--- config.mk ---
export PLATFORM = sky130hd
export DESIGN_NAME = gpio_write_regfile
export DESIGN_NICKNAME = d
export VERILOG_FILES = /design/src/rtl/gpio_regfile_pkg.sv /design/src/rtl/gpio_edge_sync.sv /design/src/rtl/gpio_write_regfile.sv
export SDC_FILE = /design/constraint.sdc
export NUM_CORES = 1
export LEC_CHECK = 0
export CORE_MARGIN = 10
export CORE_UTILIZATION = 57
export DETAILED_ROUTE_END_ITERATION = 8
export PLACE_DENSITY_LB_ADDON = 0.3
export SYNTH_ARGS = -nofsm -noshare
export SYNTH_HDL_FRONTEND = slang
export SYNTH_SLANG_ARGS = --single-unit
--- constraint.sdc ---
create_clock -name clk -period 7.15 [get_ports clk]
set_input_delay 1.7875 -clock clk [delete_from_list [all_inputs] [get_ports clk]]
set_output_delay 1.7875 -clock clk [all_outputs]
set_load 0.005 [all_outputs]
--- src/rtl/gpio_regfile_pkg.sv ---
// Shared constants for the GPIO-driven register file: GPIO field layout,
// status word layout and the decoded write-event kinds.
package gpio_regfile_pkg;

    // Fields of the 32-bit GPIO input word
    localparam int unsigned ADDR_LSB = 0;
    localparam int unsigned ADDR_W   = 16;
    localparam int unsigned DATA_LSB = 16;
    localparam int unsigned DATA_W   = 8;
    localparam int unsigned WCLK_BIT = 24;

    // Commit data value that commits every register at once
    localparam logic [7:0] COMMIT_ALL = 8'hFF;

    // Fields of the 32-bit status/readback word
    localparam int unsigned STAT_RD_LSB  = 0;
    localparam int unsigned STAT_CNT_LSB = 8;
    localparam int unsigned STAT_ERR_BIT = 16;

    // Target of a write event after address decode
    typedef enum logic [1:0] {
        WrNone,
        WrShadow,
        WrCommit,
        WrClear
    } wr_kind_e;

endpackage

--- src/rtl/gpio_edge_sync.sv ---
// Multi-flop synchronizer with rising-edge detect. All flops reset to 1 so a
// line that is already high when reset releases never looks like a new edge.
module gpio_edge_sync #(
    parameter int unsigned STAGES = 2
) (
    input  logic clk_i,
    input  logic rst_ni,
    input  logic d_i,
    output logic rise_o
);

    logic [STAGES-1:0] sync_q;
    logic              prev_q;

    // Shift the asynchronous input through the chain and keep one cycle of history
    always_ff @(posedge clk_i or negedge rst_ni) begin
        if (!rst_ni) begin
            sync_q <= '1;
            prev_q <= 1'b1;
        end else begin
            sync_q <= {sync_q[STAGES-2:0], d_i};
            prev_q <= sync_q[STAGES-1];
        end
    end

    // One-cycle pulse on a 0->1 transition at the synchronizer output
    always_comb begin
        rise_o = sync_q[STAGES-1] & ~prev_q;
    end

endmodule

--- src/rtl/gpio_write_regfile.sv ---
// Register file written byte-by-byte over a bit-banged GPIO port. Bytes land in
// a shadow copy; a commit write copies one (or all) shadow registers to the
// outputs with a one-cycle update pulse. A status word reports the shadow byte
// at the current address, a write counter and a sticky commit-error flag.
module gpio_write_regfile
    import gpio_regfile_pkg::*;
#(
    parameter int unsigned NUM_REGS    = 8,
    parameter int unsigned REG_BYTES   = 4,
    parameter logic [15:0] BASE_ADDR   = 16'h0100,
    parameter int unsigned SYNC_STAGES = 2
) (
    input  logic                              clk,
    input  logic                              rst,
    input  logic [31:0]                       gpio_in,
    output logic [31:0]                       gpio_out_bus,
    output logic [NUM_REGS*REG_BYTES*8-1:0]   reg_out,
    output logic [NUM_REGS-1:0]               reg_update
);

    localparam int unsigned REG_W       = REG_BYTES * 8;
    localparam int unsigned TOTAL_BYTES = NUM_REGS * REG_BYTES;
    localparam int unsigned TOTAL_W     = TOTAL_BYTES * 8;
    localparam int unsigned BASE_U      = {16'd0, BASE_ADDR};
    localparam int unsigned COMMIT_U    = BASE_U + TOTAL_BYTES;
    localparam int unsigned CLEAR_U     = COMMIT_U + 1;

    // Parameter sanity: the clear address must still be a 16-bit address
    if (CLEAR_U > 32'h0000_FFFF) begin : g_addr_range_err
        $error("CLEAR address does not fit in 16 bits");
    end
    if (NUM_REGS < 1 || NUM_REGS > 255) begin : g_num_regs_err
        $error("NUM_REGS must be 1..255");
    end
    if (REG_BYTES < 1 || REG_BYTES > 8) begin : g_reg_bytes_err
        $error("REG_BYTES must be 1..8");
    end
    if (SYNC_STAGES < 2 || SYNC_STAGES > 4) begin : g_sync_err
        $error("SYNC_STAGES must be 2..4");
    end

    // Registered GPIO fields (CPU holds them stable around the strobe)
    logic [ADDR_W-1:0] addr_q;
    logic [DATA_W-1:0] data_q;

    // Architectural state
    logic [TOTAL_W-1:0]  shadow_q, shadow_d;
    logic [TOTAL_W-1:0]  reg_q, reg_d;
    logic [NUM_REGS-1:0] upd_q, upd_d;
    logic [7:0]          cnt_q, cnt_d;
    logic                err_q, err_d;
    logic [7:0]          rd_q, rd_d;

    // Decode results
    logic        wr_ev;
    wr_kind_e    wr_kind;
    logic [31:0] addr_u;
    logic [31:0] offset;
    logic        commit_one;

    // Bits [31:25] of the GPIO word carry nothing for this block
    logic unused_gpio_hi;
    assign unused_gpio_hi = ^gpio_in[31:25];

    gpio_edge_sync #(
        .STAGES(SYNC_STAGES)
    ) u_wclk_sync (
        .clk_i (clk),
        .rst_ni(rst),
        .d_i   (gpio_in[WCLK_BIT]),
        .rise_o(wr_ev)
    );

    // Sample address and data every cycle
    always_ff @(posedge clk or negedge rst) begin
        if (!rst) begin
            addr_q <= '0;
            data_q <= '0;
        end else begin
            addr_q <= gpio_in[ADDR_LSB +: ADDR_W];
            data_q <= gpio_in[DATA_LSB +: DATA_W];
        end
    end

    // Classify the registered address into shadow / commit / clear / ignored
    always_comb begin
        addr_u  = {16'd0, addr_q};
        offset  = addr_u - BASE_U;
        wr_kind = WrNone;
        if (addr_u >= BASE_U && addr_u < COMMIT_U) begin
            wr_kind = WrShadow;
        end else if (addr_u == COMMIT_U) begin
            wr_kind = WrCommit;
        end else if (addr_u == CLEAR_U) begin
            wr_kind = WrClear;
        end
        commit_one = ({24'd0, data_q} < NUM_REGS);
    end

    // Next-state for shadow, committed registers, update pulses, counter, error flag
    always_comb begin
        shadow_d = shadow_q;
        reg_d    = reg_q;
        upd_d    = '0;
        cnt_d    = cnt_q;
        err_d    = err_q;
        if (wr_ev && wr_kind != WrNone) begin
            // Every accepted event counts, including a rejected commit
            cnt_d = cnt_q + 8'd1;
            case (wr_kind)
                WrShadow: begin
                    for (int unsigned b = 0; b < TOTAL_BYTES; b++) begin
                        if (offset == b) begin
                            shadow_d[b*8 +: 8] = data_q;
                        end
                    end
                end
                WrCommit: begin
                    if (data_q == COMMIT_ALL) begin
                        reg_d = shadow_q;
                        upd_d = '1;
                    end else if (commit_one) begin
                        for (int unsigned r = 0; r < NUM_REGS; r++) begin
                            if (data_q == 8'(r)) begin
                                reg_d[r*REG_W +: REG_W] = shadow_q[r*REG_W +: REG_W];
                                upd_d[r]                = 1'b1;
                            end
                        end
                    end else begin
                        err_d = 1'b1;
                    end
                end
                WrClear: begin
                    err_d = 1'b0;
                end
                default: begin
                end
            endcase
        end
    end

    // Shadow byte addressed by the registered address, zero outside the region
    always_comb begin
        rd_d = '0;
        if (wr_kind == WrShadow) begin
            for (int unsigned b = 0; b < TOTAL_BYTES; b++) begin
                if (offset == b) begin
                    rd_d = shadow_q[b*8 +: 8];
                end
            end
        end
    end

    // State update; reset discards any in-flight event along with all contents
    always_ff @(posedge clk or negedge rst) begin
        if (!rst) begin
            shadow_q <= '0;
            reg_q    <= '0;
            upd_q    <= '0;
            cnt_q    <= '0;
            err_q    <= 1'b0;
            rd_q     <= '0;
        end else begin
            shadow_q <= shadow_d;
            reg_q    <= reg_d;
            upd_q    <= upd_d;
            cnt_q    <= cnt_d;
            err_q    <= err_d;
            rd_q     <= rd_d;
        end
    end

    // Outputs come straight from registers
    always_comb begin
        reg_out                              = reg_q;
        reg_update                           = upd_q;
        gpio_out_bus                         = '0;
        gpio_out_bus[STAT_RD_LSB +: 8]       = rd_q;
        gpio_out_bus[STAT_CNT_LSB +: 8]      = cnt_q;
        gpio_out_bus[STAT_ERR_BIT]           = err_q;
    end

endmodule

=== Yosys cells after proc, flatten, opt, wreduce, memory -nomap -nowiden ===
Index checks and enable logic that the tools add are counted.

* Register bits: 564
* Bits of input ports: 34
* Output and inout bits: 296
* Logic and storage cells: 218

* Add/sub/neg operators: 2
* $lt $le $gt $ge: 3
* Eq/ne operators: 46
* Multiplexer cells: 61
* Bitwise gates (word level): 2
* Reduce and logical (&&, ||, !) cells: 56

{| class="wikitable"
|+ Operators with widths
! cell !! count
|-
| equality test 32 x 5 -> 1 bit (second input constant) || 16
|-
| 2-to-1 mux 256 bit || 2
|-
| 2-to-1 mux 8 bit || 37
|-
| equality test 32 x 4 -> 1 bit (second input constant) || 8
|-
| 2-to-1 mux 32 bit || 8
|-
| equality test 32 x 3 -> 1 bit (second input constant) || 4
|-
| AND reduction 3 bit || 32
|-
| equality test 32 x 2 -> 1 bit (second input constant) || 2
|-
| AND reduction 4 bit || 9
|-
| equality test 16 x 9 -> 1 bit (second input constant) || 2
|-
| equality test 32 x 1 -> 1 bit (second input constant) || 1
|-
| equality test 8 x 3 -> 1 bit (second input constant) || 4
|-
| logical NOT 32 bit || 1
|-
| nonzero test 2 bit || 11
|-
| subtractor 16 x 9 -> 17 bit (second input constant) || 1
|-
| equality test 8 x 2 -> 1 bit (second input constant) || 2
|-
| greater-or-equal comparator 16 x 9 -> 1 bit (second input constant) || 1
|-
| < comparator 16 x 9 -> 1 bit (second input constant) || 1
|-
| 2-to-1 mux 1 bit || 10
|-
| adder 8 x 1 -> 8 bit (second input constant) || 1
|-
| equality test 8 x 1 -> 1 bit (second input constant) || 1
|-
| equality test 8 bit (second input constant) || 1
|-
| logical NOT 8 bit || 1
|-
| < comparator 8 x 4 -> 1 bit (second input constant) || 1
|-
| other kinds (8) || 13
|}

=== Longest topological paths before layout ===
Gate-level depths: netlist of run 1.

* Depth after elaboration: 35
* Depth in mapped cells: 11
* Mapped depth without buffers: 8

=== Cells and area by module ===
Synthesis of run 1 repeated with hierarchy kept, for this count alone.

* Cell total of the unflattened synthesis: 1819
* Area, all modules: 23521.3 um2

{| class="wikitable"
|+ By module, submodules not included
! module !! instances !! cells each !! area an instance (um2)
|-
| gpio_write_regfile || 1 || 1815 || 23428.7
|-
| gpio_edge_sync || 1 || 4 || 92.6
|}

=== Worst setup path after synthesis of run 1 ===
Ideal clock, no wire load.

* Path type: register to register
* Start point: reg addr_q[9]
* End point: reg reg_q[44], in the netlist reg_out[44]
* Data arrival time: 2.699 ns
* Required time: 7.025 ns
* Path slack: 4.326 ns
* Stages on the path, launching flop included: 11
* Cell sequence: dfrtp_1 > or4_1 > buf_2 > buf_4 > nor3_4 > nand3_2 > nor2_2 > nand2_2 > nor2_4 > buf_4 > mux2_2

* Longest elaborated chain between the ends: 7

{| class="wikitable"
|+ RTL lines
! element !! RTL line !! source
|-
| from (decl) || gpio_write_regfile.sv:43 || <nowiki>logic [ADDR_W-1:0] addr_q;</nowiki>
|-
| from (signal assigned) || gpio_write_regfile.sv:80 || <nowiki>addr_q <= gpio_in[ADDR_LSB +: ADDR_W];</nowiki>
|-
| parallel branches: the longest is 3 deep, another holds greater-or-equal comparator 16 x 9 -> 1 bit || -- ||
|-
| 2-to-1 mux 2 bit * || gpio_write_regfile.sv:90 || <nowiki>if (addr_u >= BASE_U && addr_u < COMMIT_U) begin</nowiki>
|-
| nonzero test 2 bit || gpio_write_regfile.sv:107 || <nowiki>if (wr_ev && wr_kind != WrNone) begin</nowiki>
|-
| logical AND 1 bit || gpio_write_regfile.sv:107 ||
|-
| AND reduction 4 bit (no source line) * || -- ||
|-
| to (signal assigned) || gpio_write_regfile.sv:165 || <nowiki>reg_q <= reg_d;</nowiki>
|-
| to (decl) || gpio_write_regfile.sv:48 || <nowiki>logic [TOTAL_W-1:0] reg_q, reg_d;</nowiki>
|}

Every way passes the cells marked *.
A chain may end at the register's enable or synchronous reset.

=== Final worst setup path of run 1 ===
* Start point: reg addr_q[8]
* End point: reg shadow_q[72]

* Longest elaborated chain between the ends: 7

{| class="wikitable"
|+ RTL lines
! element !! RTL line !! source
|-
| parallel branches: the longest is 6 deep, another holds subtractor 16 x 9 -> 17 bit || -- ||
|-
| AND reduction 3 bit (no source line) * || -- ||
|-
| to (signal assigned) || gpio_write_regfile.sv:164 || <nowiki>shadow_q <= shadow_d;</nowiki>
|-
| to (decl) || gpio_write_regfile.sv:47 || <nowiki>logic [TOTAL_W-1:0] shadow_q, shadow_d;</nowiki>
|}

Marked as above.

==> impl_metrics.py, run 1 <==
metrics = {
    "power": {
        "power_frac_comb_pct": 2.3,
        "powerDensity_nw_per_um2": 223,
        "p_switching_mw": 1.41,
        "leakagePower_nw": 13.7,
        "seqPwrFrac_pct": 48.9,
        "peakVddDrop_v": 0.000191,
        "p_clk_share_pct": 48.7,
        "p_int_mw": 5.19,
        "switching_share_pct": 21.3,
    },
    "sta": {
        "worst_pin_slew_ps": 1230,
        "final_hold_viol_count": 0,
        "finalCritPeriodShare_pct": 64.5,
        "setup_viol_count_final": 0,
        "drv_slew": 0,
        "slew_headroom_pct": 17.9,
        "rsz0062_at_grt": "no",
        "final.setup_skew_ps": 16.0,
        "fin_crit_ps": 4610,
        "finalSetupTns_ps": 0,
        "max_freq_ghz": 0.217,
    },
    "detailed_routing": {
        "first_pass_iters": 5,
        "wl_per_cell_um": 29.5,
        "viasPerCell": 6.51,
        "ant_nets": 0,
        "drt_iter0_drc": 2241,
        "drc_errors": 0,
        "routed_wl_mm": 79.1,
        "route.vias.total": 17500,
    },
    "cts": {
        "clockBufferDepth": 3,
        "cts_buffers": 57,
        "cts.sinks": 564,
        "cts_tree": "done",
        "postCtsResizedCells": 0,
        "htree_levels": 2,
        "clk_pin_slew_ps": 60,
        "post_cts_buffers": 0,
        "clk_latency_ps": 610,
        "root_buffer": "clkbuf_16",
        "hold_buffers": 0,
    },
    "setup_path": {
        "cp.arrival_ps": 5100,
        "worst-setup-path-type": "flip-flop to flip-flop",
        "crit_slowest_cell": "nor2_2",
        "worst_ep_required_time_ps": 7640,
        "crit_path_start_kind": "flip-flop",
        "cpPeakStageDelay_ps": 970,
        "worstPathMaxFanout": 19,
        "crit_chain": "nor4b_1 -> nand2_1 -> or4_1 -> nor2_2 -> nand2_1 -> nor2_2 -> mux2_2",
        "cp-end-kind": "flip-flop",
    },
    "floorplan": {
        "die_w_um": 225,
        "rows": 75,
        "die_y_um": 225,
        "ioPinCount": 330,
        "dieArea_um2": 50700,
        "core_area_um2": 41800,
        "start_util_pct": 57.4,
    },
    "layout": {
        "layout-drive-gt1-share_pct": 30.7,
        "n_antenna_cell": 0,
        "nets": 2134,
        "syn_to_final_growth_pct": 23.2,
        "fin_util_pct": 70.8,
    },
    "synth": {
        "synth.distinct_cells": 81,
        "synth.avg_cell_area_um2": 13.3,
        "async_reset_ff_share_pct": 100,
        "synthCells": 1805,
        "syn-cell-area_um2": 24000,
        "synth_warnings": 0,
        "synth_ff_type": "dfrtp_1",
        "synth_top_area_cell": "dfrtp_1",
        "synth.area.top_cells": "dfrtp_1 (59%), mux2_2 (22%), nand2_1 (1.8%), o21ai_0 (1.7%), nor2_1 (0.97%)",
        "synth_edf_count": 0,
        "seq_area_frac_synth_pct": 58.9,
        "yosysTopAreaCellShare_pct": 58.6,
        "ys_ff_latch": 564,
    },
    "job": {
        "maxCapViolations": 0,
    },
    "global_routing": {
        "gr-total-overflow": 0,
        "antenna_found_initial": 0,
        "grt_usage_pct": 31.0,
        "grt_pass1_wl_mm": 118,
        "grt_max_degree": 172,
        "grt_pass1_vias": 18100,
    },
    "outcome": {
        "status": "finished, final reports clean",
    },
    "placement": {
        "routabilityCongestion": 0.999,
        "io_buffers": 307,
        "dp_hpwl_mm": 54.8,
    },
    "min_path": {
        "hold_class": "flip-flop to flip-flop",
    },
}
layout make-up:
class                   instances  area [um2]
multi-input cells            1123        9320
well taps                     539         674
fillers                      2804       12200
repair buffers                341        3360
inverters                      12        45.0
flip-flops and latches        564       14100
clock inverters                22         373
clock buffers                  82        1650
stage by stage:
step	cell area [um2]	worst slack [ps]	hold slack (ps)	power, mW	cells
finish	29500	2540	354	6.60	2683
global placement	27500	2820	348	3.44	2579
detailed placement	27500	2690	348	3.44	2579
floorplan	24000	4330	345	3.32	1819
CTS	29500	2690	357	6.63	2683
global route	29500	2520	359	6.78	2683
Yosys cell counts, types with 5 or more instances:
| cell | instances |
|---|---|
| dfrtp_1 | 561 |
| mux2_2 | 479 |
| nand2_1 | 113 |
| o21ai_0 | 83 |
| nor2_1 | 62 |
| clkbuf_1 | 61 |
| a21oi_1 | 46 |
| nand3_1 | 30 |
| buf_4 | 29 |
| nor3_1 | 25 |
| buf_2 | 24 |
| a221oi_1 | 17 |
| a22oi_1 | 16 |
| o22ai_1 | 15 |
| a31oi_1 | 13 |
| o211ai_1 | 12 |
| o221ai_1 | 12 |
| inv_1 | 11 |
| mux2i_1 | 11 |
| nand4_1 | 9 |
| nor3_2 | 9 |
| a211oi_1 | 8 |
| a222oi_1 | 8 |
| a22o_1 | 8 |
| nor2_2 | 7 |
| a32oi_1 | 6 |
| buf_1 | 6 |
| o32ai_1 | 6 |
| or4_1 | 6 |
| a2111oi_0 | 5 |
| and3_1 | 5 |
| nand2b_1 | 5 |
| nor4_1 | 5 |
| o21ai_2 | 5 |
registers in the layout, summed over array words and instances, names as in the netlist:
signal	cells
u_wclk_sync.sync_q	2
u_wclk_sync.prev_q	1
addr_q	16
shadow_q	256
data_q	8
err_q	1
reg_out	256
cnt_q	8
rd_q	8
reg_update	8
routing by layer:
metal / routed length [um] / vias to the layer above / global-route usage [%]
met1: 30800 / 8957 / 40.9
met2: 36700 / 1052 / 48.4
met5: 0 / - / 0
met3: 8000 / 242 / 7.46
li1: - / 7213 / -
met4: 3690 / 0 / 13.6
worst paths after layout:
check                                           startpoint                               to  slack [ps]  depth (start not counted)
max                                    addr_q[8]$_DFF_PN0_         shadow_q[72]$_DFFE_PN0P_        2540                          7
min                        u_wclk_sync.sync_q[0]$_DFF_PN1_  u_wclk_sync.sync_q[1]$_DFF_PN1_         350                          0
max reg2reg                            addr_q[8]$_DFF_PN0_         shadow_q[72]$_DFFE_PN0P_        2540                          7
min reg2reg                u_wclk_sync.sync_q[0]$_DFF_PN1_  u_wclk_sync.sync_q[1]$_DFF_PN1_         350                          0
max in group asynchronous                              rst          reg_out[38]$_DFFE_PN0P_        4450                          2
min in group asynchronous                              rst          reg_update[6]$_DFF_PN0_        1180                          1
power groups by stage:
stage | Sequential, mW | Clock (mW) | Combinational (mW)
final | 3.23 | 3.22 | 0.154
after global routing | 3.23 | 3.38 | 0.168
after CTS | 3.23 | 3.25 | 0.154
after detailed placement | 3.29 | 0 | 0.154
after global placement | 3.29 | 0 | 0.151
after floorplan | 3.27 | 0 | 0.0593
critical path: cells and delay by family, from the launching register on:
kind | cells | cell delay (ps)
simple gates | 6 | 3440
mux | 1 | 390
flops | 1 | 660
logic make-up after synthesis:
| group | share of synthesized area, % |
|---|---|
| flops | 58.9 |
| compound gates | 8.61 |
| other cells | 0.0156 |
| buf+inv | 2.65 |
| xor+xnor | 0.256 |
| fa+ha+maj | 0.0522 |
| mux | 23.0 |
| simple gates | 6.54 |
cells in the final DEF (no fill, tap or decap), types with 6 or more instances in the layout:
cell	n
dfrtp_1	556
mux2_2	479
clkdlybuf4s50_1	306
nand2_1	113
o21ai_0	83
nor2_1	62
clkbuf_16	59
a21oi_1	46
buf_4	32
nand3_1	30
nor3_1	23
a221oi_1	17
a22oi_1	16
o22ai_1	15
conb_1	15
clkbuf_1	14
a31oi_1	13
o211ai_1	12
o221ai_1	12
inv_1	11
mux2i_1	11
nor3_2	10
bufinv_16	10
nand4_1	9
clkbuf_8	9
a222oi_1	8
a22o_1	8
clkinv_2	8
nor2_2	7
a211oi_1	7
or4_1	6
o32ai_1	6
a32oi_1	6
No activity file was read; power rests on OpenSTA's default activity.
==> run 2: changes to the inputs <==
--- a/config.mk
+++ b/config.mk
@@ -6,7 +6,7 @@
 export NUM_CORES = 1
 export LEC_CHECK = 0
 export CORE_MARGIN = 10
-export CORE_UTILIZATION = 57
+export CORE_UTILIZATION = 50
 export DETAILED_ROUTE_END_ITERATION = 8
 export PLACE_DENSITY_LB_ADDON = 0.3
 export SYNTH_ARGS = -nofsm -noshare
==> constraint.sdc (replaced) <==
create_clock -name clk -period 4.2 [get_ports clk]
set_input_delay 1.05 -clock clk [delete_from_list [all_inputs] [get_ports clk]]
set_output_delay 1.05 -clock clk [all_outputs]
set_load 0.005 [all_outputs]
==> run 2 against run 1 <==
  * Final area increased by 2.0%
  * Core utilization decreased by 7.4 points
  * Highest routed layer unchanged
  * Count of clock-buffer cells in the layout increased by 2
  * Critical endpoint is now shadow_q[18]$_DFFE_PN0P_
  * Sequential power increased by 70%
  * Largest cell class unchanged
  * Critical path depth unchanged
  * Die area increased by 13%
  * Non-clock buffer count increased by 81
  * Cell count increased by 5.7%
==> impl_metrics.py, run 2 (synthesis gave the netlist of run 1 again) <==
metrics = {
    "cts": {
        "clk_latency_ps": 620,
        "htree_levels": 2,
        "root_buffer": "clkbuf_16",
        "post_cts_buffers": 0,
        "cts_buffers": 57,
        "clockBufferDepth": 3,
        "hold_buffers": 0,
        "clk_pin_slew_ps": 60,
        "postCtsResizedCells": 0,
        "cts.sinks": 564,
        "cts_tree": "done",
    },
    "global_routing": {
        "grtUsageMet1_pct": 36.1,
        "met2_usage_pct": 44.5,
        "grt_pass1_wl_mm": 119,
        "grt_max_degree": 101,
        "grt_pass1_vias": 17800,
        "use_met3_pct": 5.68,
        "gr-total-overflow": 0,
        "grt_usage_pct": 27.7,
        "grt-busiest-layer": "met2",
        "antenna_found_initial": 0,
    },
    "layout": {
        "mostFrequentLayoutCells": "dfrtp_1 (558), mux2_2 (479), clkdlybuf4s50_1 (306)",
        "fin_util_pct": 63.4,
        "final_area_um2": 30100,
        "n_antenna_cell": 0,
        "syn_to_final_growth_pct": 25.7,
        "nets": 2215,
        "layout-drive-gt1-share_pct": 32.9,
        "layout_commonest_cell": "dfrtp_1",
        "fillers": 3592,
    },
    "setup_path": {
        "worst_ep_required_time_ps": 4690,
        "cp.arrival_ps": 4270,
        "critical_path.startpoint": "addr_q[8]$_DFF_PN0_",
        "r2r_start": "addr_q[8]$_DFF_PN0_",
        "ff2ff_path_depth": 7,
        "r2r-end": "shadow_q[18]$_DFFE_PN0P_",
        "worstPathMaxFanout": 13,
        "cp-end-kind": "flip-flop",
        "worst-setup-path-type": "flip-flop to flip-flop",
        "reg2reg_slack_ps": 420,
        "crit_path_start_kind": "flip-flop",
    },
    "sta": {
        "rsz0062_at_grt": "no",
        "timing.final.ws_setup_ps": 417,
        "drv_slew": 0,
        "finalSetupTns_ps": 0,
        "max_freq_ghz": 0.264,
        "fin_crit_ps": 3780,
        "finalCritPeriodShare_pct": 90.1,
        "setup_viol_count_final": 0,
        "final_hold_viol_count": 0,
        "worst_pin_slew_ps": 958,
        "final.setup_skew_ps": 19.3,
        "slew_headroom_pct": 36.1,
    },
    "placement": {
        "io_buffers": 307,
        "detailed_place.area_um2": 28300,
        "routabilityCongestion": 1.01,
        "dp_hpwl_mm": 58.1,
        "place_ws_ps": 573,
    },
    "power": {
        "leakagePower_nw": 14.1,
        "p_clk_share_pct": 46.8,
        "p_int_mw": 8.50,
        "power_frac_comb_pct": 2.7,
        "peakVddDrop_v": 0.000291,
        "finalPower_mw": 10.9,
        "p_switching_mw": 2.38,
        "powerDensity_nw_per_um2": 361,
        "seqPwrFrac_pct": 50.5,
        "switching_share_pct": 21.9,
    },
    "min_path": {
        "hp-start": "u_wclk_sync.sync_q[0]$_DFF_PN1_",
        "hold_class": "flip-flop to flip-flop",
        "whs_endpoint": "u_wclk_sync.sync_q[1]$_DFF_PN1_",
        "whs_path_depth": 0,
    },
    "detailed_routing": {
        "drc_errors": 0,
        "viasPerCell": 6.14,
        "drt_iter0_drc": 1888,
        "routed_wl_mm": 80.1,
        "route.vias.total": 17400,
        "ant_nets": 0,
        "first_pass_iters": 5,
        "wl_per_cell_um": 28.3,
    },
    "floorplan": {
        "ioPinCount": 330,
        "core_area_um2": 47500,
        "die_y_um": 239,
        "rows": 80,
        "dieArea_um2": 57100,
        "die_w_um": 239,
        "start_util_pct": 50.4,
    },
    "job": {
        "maxCapViolations": 0,
    },
    "outcome": {
        "status": "finished, final reports clean",
    },
}
[run 2: cell count changes in the layout (fill, tap and decap cells not counted), moves of 3 or more]
cell        change
buf_12          +6
buf_4          +75
bufinv_16       -5
clkbuf_1        +3
clkinv_2        -4
clkinvlp_4      +3
[run 2: area by class of cell]
type	count	area, um2	area share, %
clock buffer	84	1630	5.40
clock inverter	17	234	0.776
inverter	12	45.0	0.149
multi-input combinational	1123	9310	30.9
sequential	564	14100	46.8
tap	615	769	2.55
timing repair buffer	422	4040	13.4
[run 2: layer usage]
metal	vias up	share of wire, %
li1	7370	-
met5	-	0
met1	8988	40
met3	182	8.6
met2	877	47
met4	0	4.1
[run 2: through the flow]
| stage | std cells | hold WS [ps] |
|---|---|---|
| floorplan | 1819 | 345 |
| global route | 2837 | 361 |
| detailed placement | 2736 | 350 |
| CTS | 2837 | 360 |
| global placement | 2736 | 349 |
| finish | 2837 | 358 |
[run 2: worst max-delay path by stage]
stage               slack [ps]                  endpoint
finish                     420  shadow_q[18]$_DFFE_PN0P_
global route               370         rd_q[0]$_DFF_PN0_
CTS                        560  shadow_q[18]$_DFFE_PN0P_
detailed placement         570         rd_q[1]$_DFF_PN0_
global placement           660         rd_q[1]$_DFF_PN0_
floorplan                 1380   reg_out[44]$_DFFE_PN0P_
[run 2: power by group through the flow]
stage          registers (mW)  logic [mW]  clock network, mW
4_1_cts                  5.49       0.295               5.15
2_1_floorplan            5.56       0.101                  0
6_report                 5.49       0.295               5.09
5_1_grt                  5.49       0.320               5.38
3_5_place_dp             5.59       0.294                  0
3_3_place_gp             5.59       0.289                  0
[run 2: critical path, stage by stage, from the launching register on]
cell	delay (ps)
dfrtp_1	650
nor4b_1	490
nand2_1	510
nor4_2	360
nand2b_1	360
nor2_1	450
nand3_1	430
mux2_2	400
==> patch (flow settings as in run 2) <==
`addr_q` no longer has a reset.
--- a/src/rtl/gpio_write_regfile.sv
+++ b/src/rtl/gpio_write_regfile.sv
@@ -74,12 +74,14 @@
     // Sample address and data every cycle
     always_ff @(posedge clk or negedge rst) begin
         if (!rst) begin
-            addr_q <= '0;
             data_q <= '0;
         end else begin
-            addr_q <= gpio_in[ADDR_LSB +: ADDR_W];
             data_q <= gpio_in[DATA_LSB +: DATA_W];
         end
+    end
+
+    always_ff @(posedge clk) begin
+        addr_q <= gpio_in[ADDR_LSB +: ADDR_W];
     end
 
     // Classify the registered address into shadow / commit / clear / ignored
Check against the original RTL: not settled (the Yosys comparison gave no result); the edit may change what the design does.
==> patch against run 2 <==
- synthesized cell count down 1.6%
- via count down 1.4%
- power down 0.85%
- maximum frequency up 1.1%
- wire length down 4.2%
- largest cell class unchanged
- final area down 1.2%
- sequential cell count unchanged
- critical path type unchanged
- worst hold slack worse by 0.75 ps
- sequential power about the same
- first-iteration DRC count down 12%
- area after synthesis down 0.30%
- non-clock buffer count down 46
- worst setup slack better by 42 ps
==> patch: results (changes against run 2) <==
stage,metric,value,unit,change
finish,area_growth,24.6,%,
worst_setup_path,crit_family,compound AO/OA/AOI/OAI gates,,
worst_setup_path,crit_fanout,16,,+3
finish,bufAreaShareNonClock,0.123,,-0.0108
worst_setup_path,cpPeakStageDelay,610,ps,-40 ps
yosys,yosys.cell_types.count,74,,-8.6%
sta,timing.hold.ws,357,ps,-0.746 ps
pwr,leakagePower,13.9,nW,-1.5%
finish,seq_share,0.471,,+0.00288
finish,inverters,7,,-5
worst_setup_path,r2r_end,rd_q[2]$_DFF_PN0_,,
place,dp_cells,2681,,-2.0%
worst_setup_path,crit_path_top_delay_cell,a2111oi_0,,
yosys,synth.yosys.seq_area_share,0.587,,-0.00159
status,outcome,finished clean,,
sta,tightest_slew,1070,ps,+111 ps
global_route,track_usage,0.267,,-0.0100
finish,drive_above_1_share,0.343,,+0.0143
yosys,ys_top_cells_by_count,"dfrtp_1 (545), mux2_2 (512), nor2_1 (76), nand2_1 (67), o21ai_0 (59)",,
finish,antenna_cells,1,,+1
route,drt_pass1_iterations,6,,+1
finish,nNonClkBuffers,376,,-11%
route,wl_per_cell,27.6,um,-2.3%
place,dpl.hpwl,55800,um,-3.9%
yosys,synth_area_per_cell,13.5,um^2,+1.3%
==> patch: cell families (layout without fill, tap and decap cells) <==
group,count (synthesis),count (layout),share of synthesized area
and+or+nand+nor,334,334,0.0751
other,1,16,0.000157
DFF,564,564,0.587
AOI/OAI and AO/OA,241,241,0.0679
adders and majority gates,1,1,0.000523
xor gates and xnor gates,7,7,0.00256
muxes,521,521,0.245
buffers and inverters,108,484,0.0216
==> patch: power breakdown <==
part,total [mW],switching [mW],internal (mW),leakage [nW]
clock,5.01,2.11,2.91,0.913
combinational,0.277,0.209,0.0670,5.18
sequential,5.49,0.0484,5.45,7.76
total,10.8,2.36,8.42,13.9
==> patch: how the worst max path moves through the flow <==
stage	startpoint	endpoint	slack (ps)
6_report	addr_q[12]$_DFF_P_	rd_q[2]$_DFF_PN0_	460
5_1_grt	addr_q[12]$_DFF_P_	rd_q[2]$_DFF_PN0_	340
4_1_cts	addr_q[12]$_DFF_P_	rd_q[7]$_DFF_PN0_	560
3_5_place_dp	addr_q[12]$_DFF_P_	rd_q[7]$_DFF_PN0_	590
3_3_place_gp	addr_q[12]$_DFF_P_	rd_q[0]$_DFF_PN0_	610
2_1_floorplan	addr_q[12]$_DFF_P_	rd_q[1]$_DFF_PN0_	1580
==> patch: per-layer routing <==
layer  vias to the layer above  global-route usage  share of wire
li1                       7222                   -              -
met1                      8985               0.361           0.41
met2                       830               0.414           0.46
met3                       140              0.0651          0.094
met4                         0              0.0889          0.030
met5                         -                   0              0
==> patch: worst reg2reg max path, cell delays in order, from the launching register on <==
cell	delay, ps
dfxtp_1	320
or4_1	580
buf_4	260
nor4_2	520
a32oi_1	140
o22ai_1	240
o2111ai_1	210
a2111oi_0	610
o21ai_0	350
a31o_1	320
a21oi_1	130
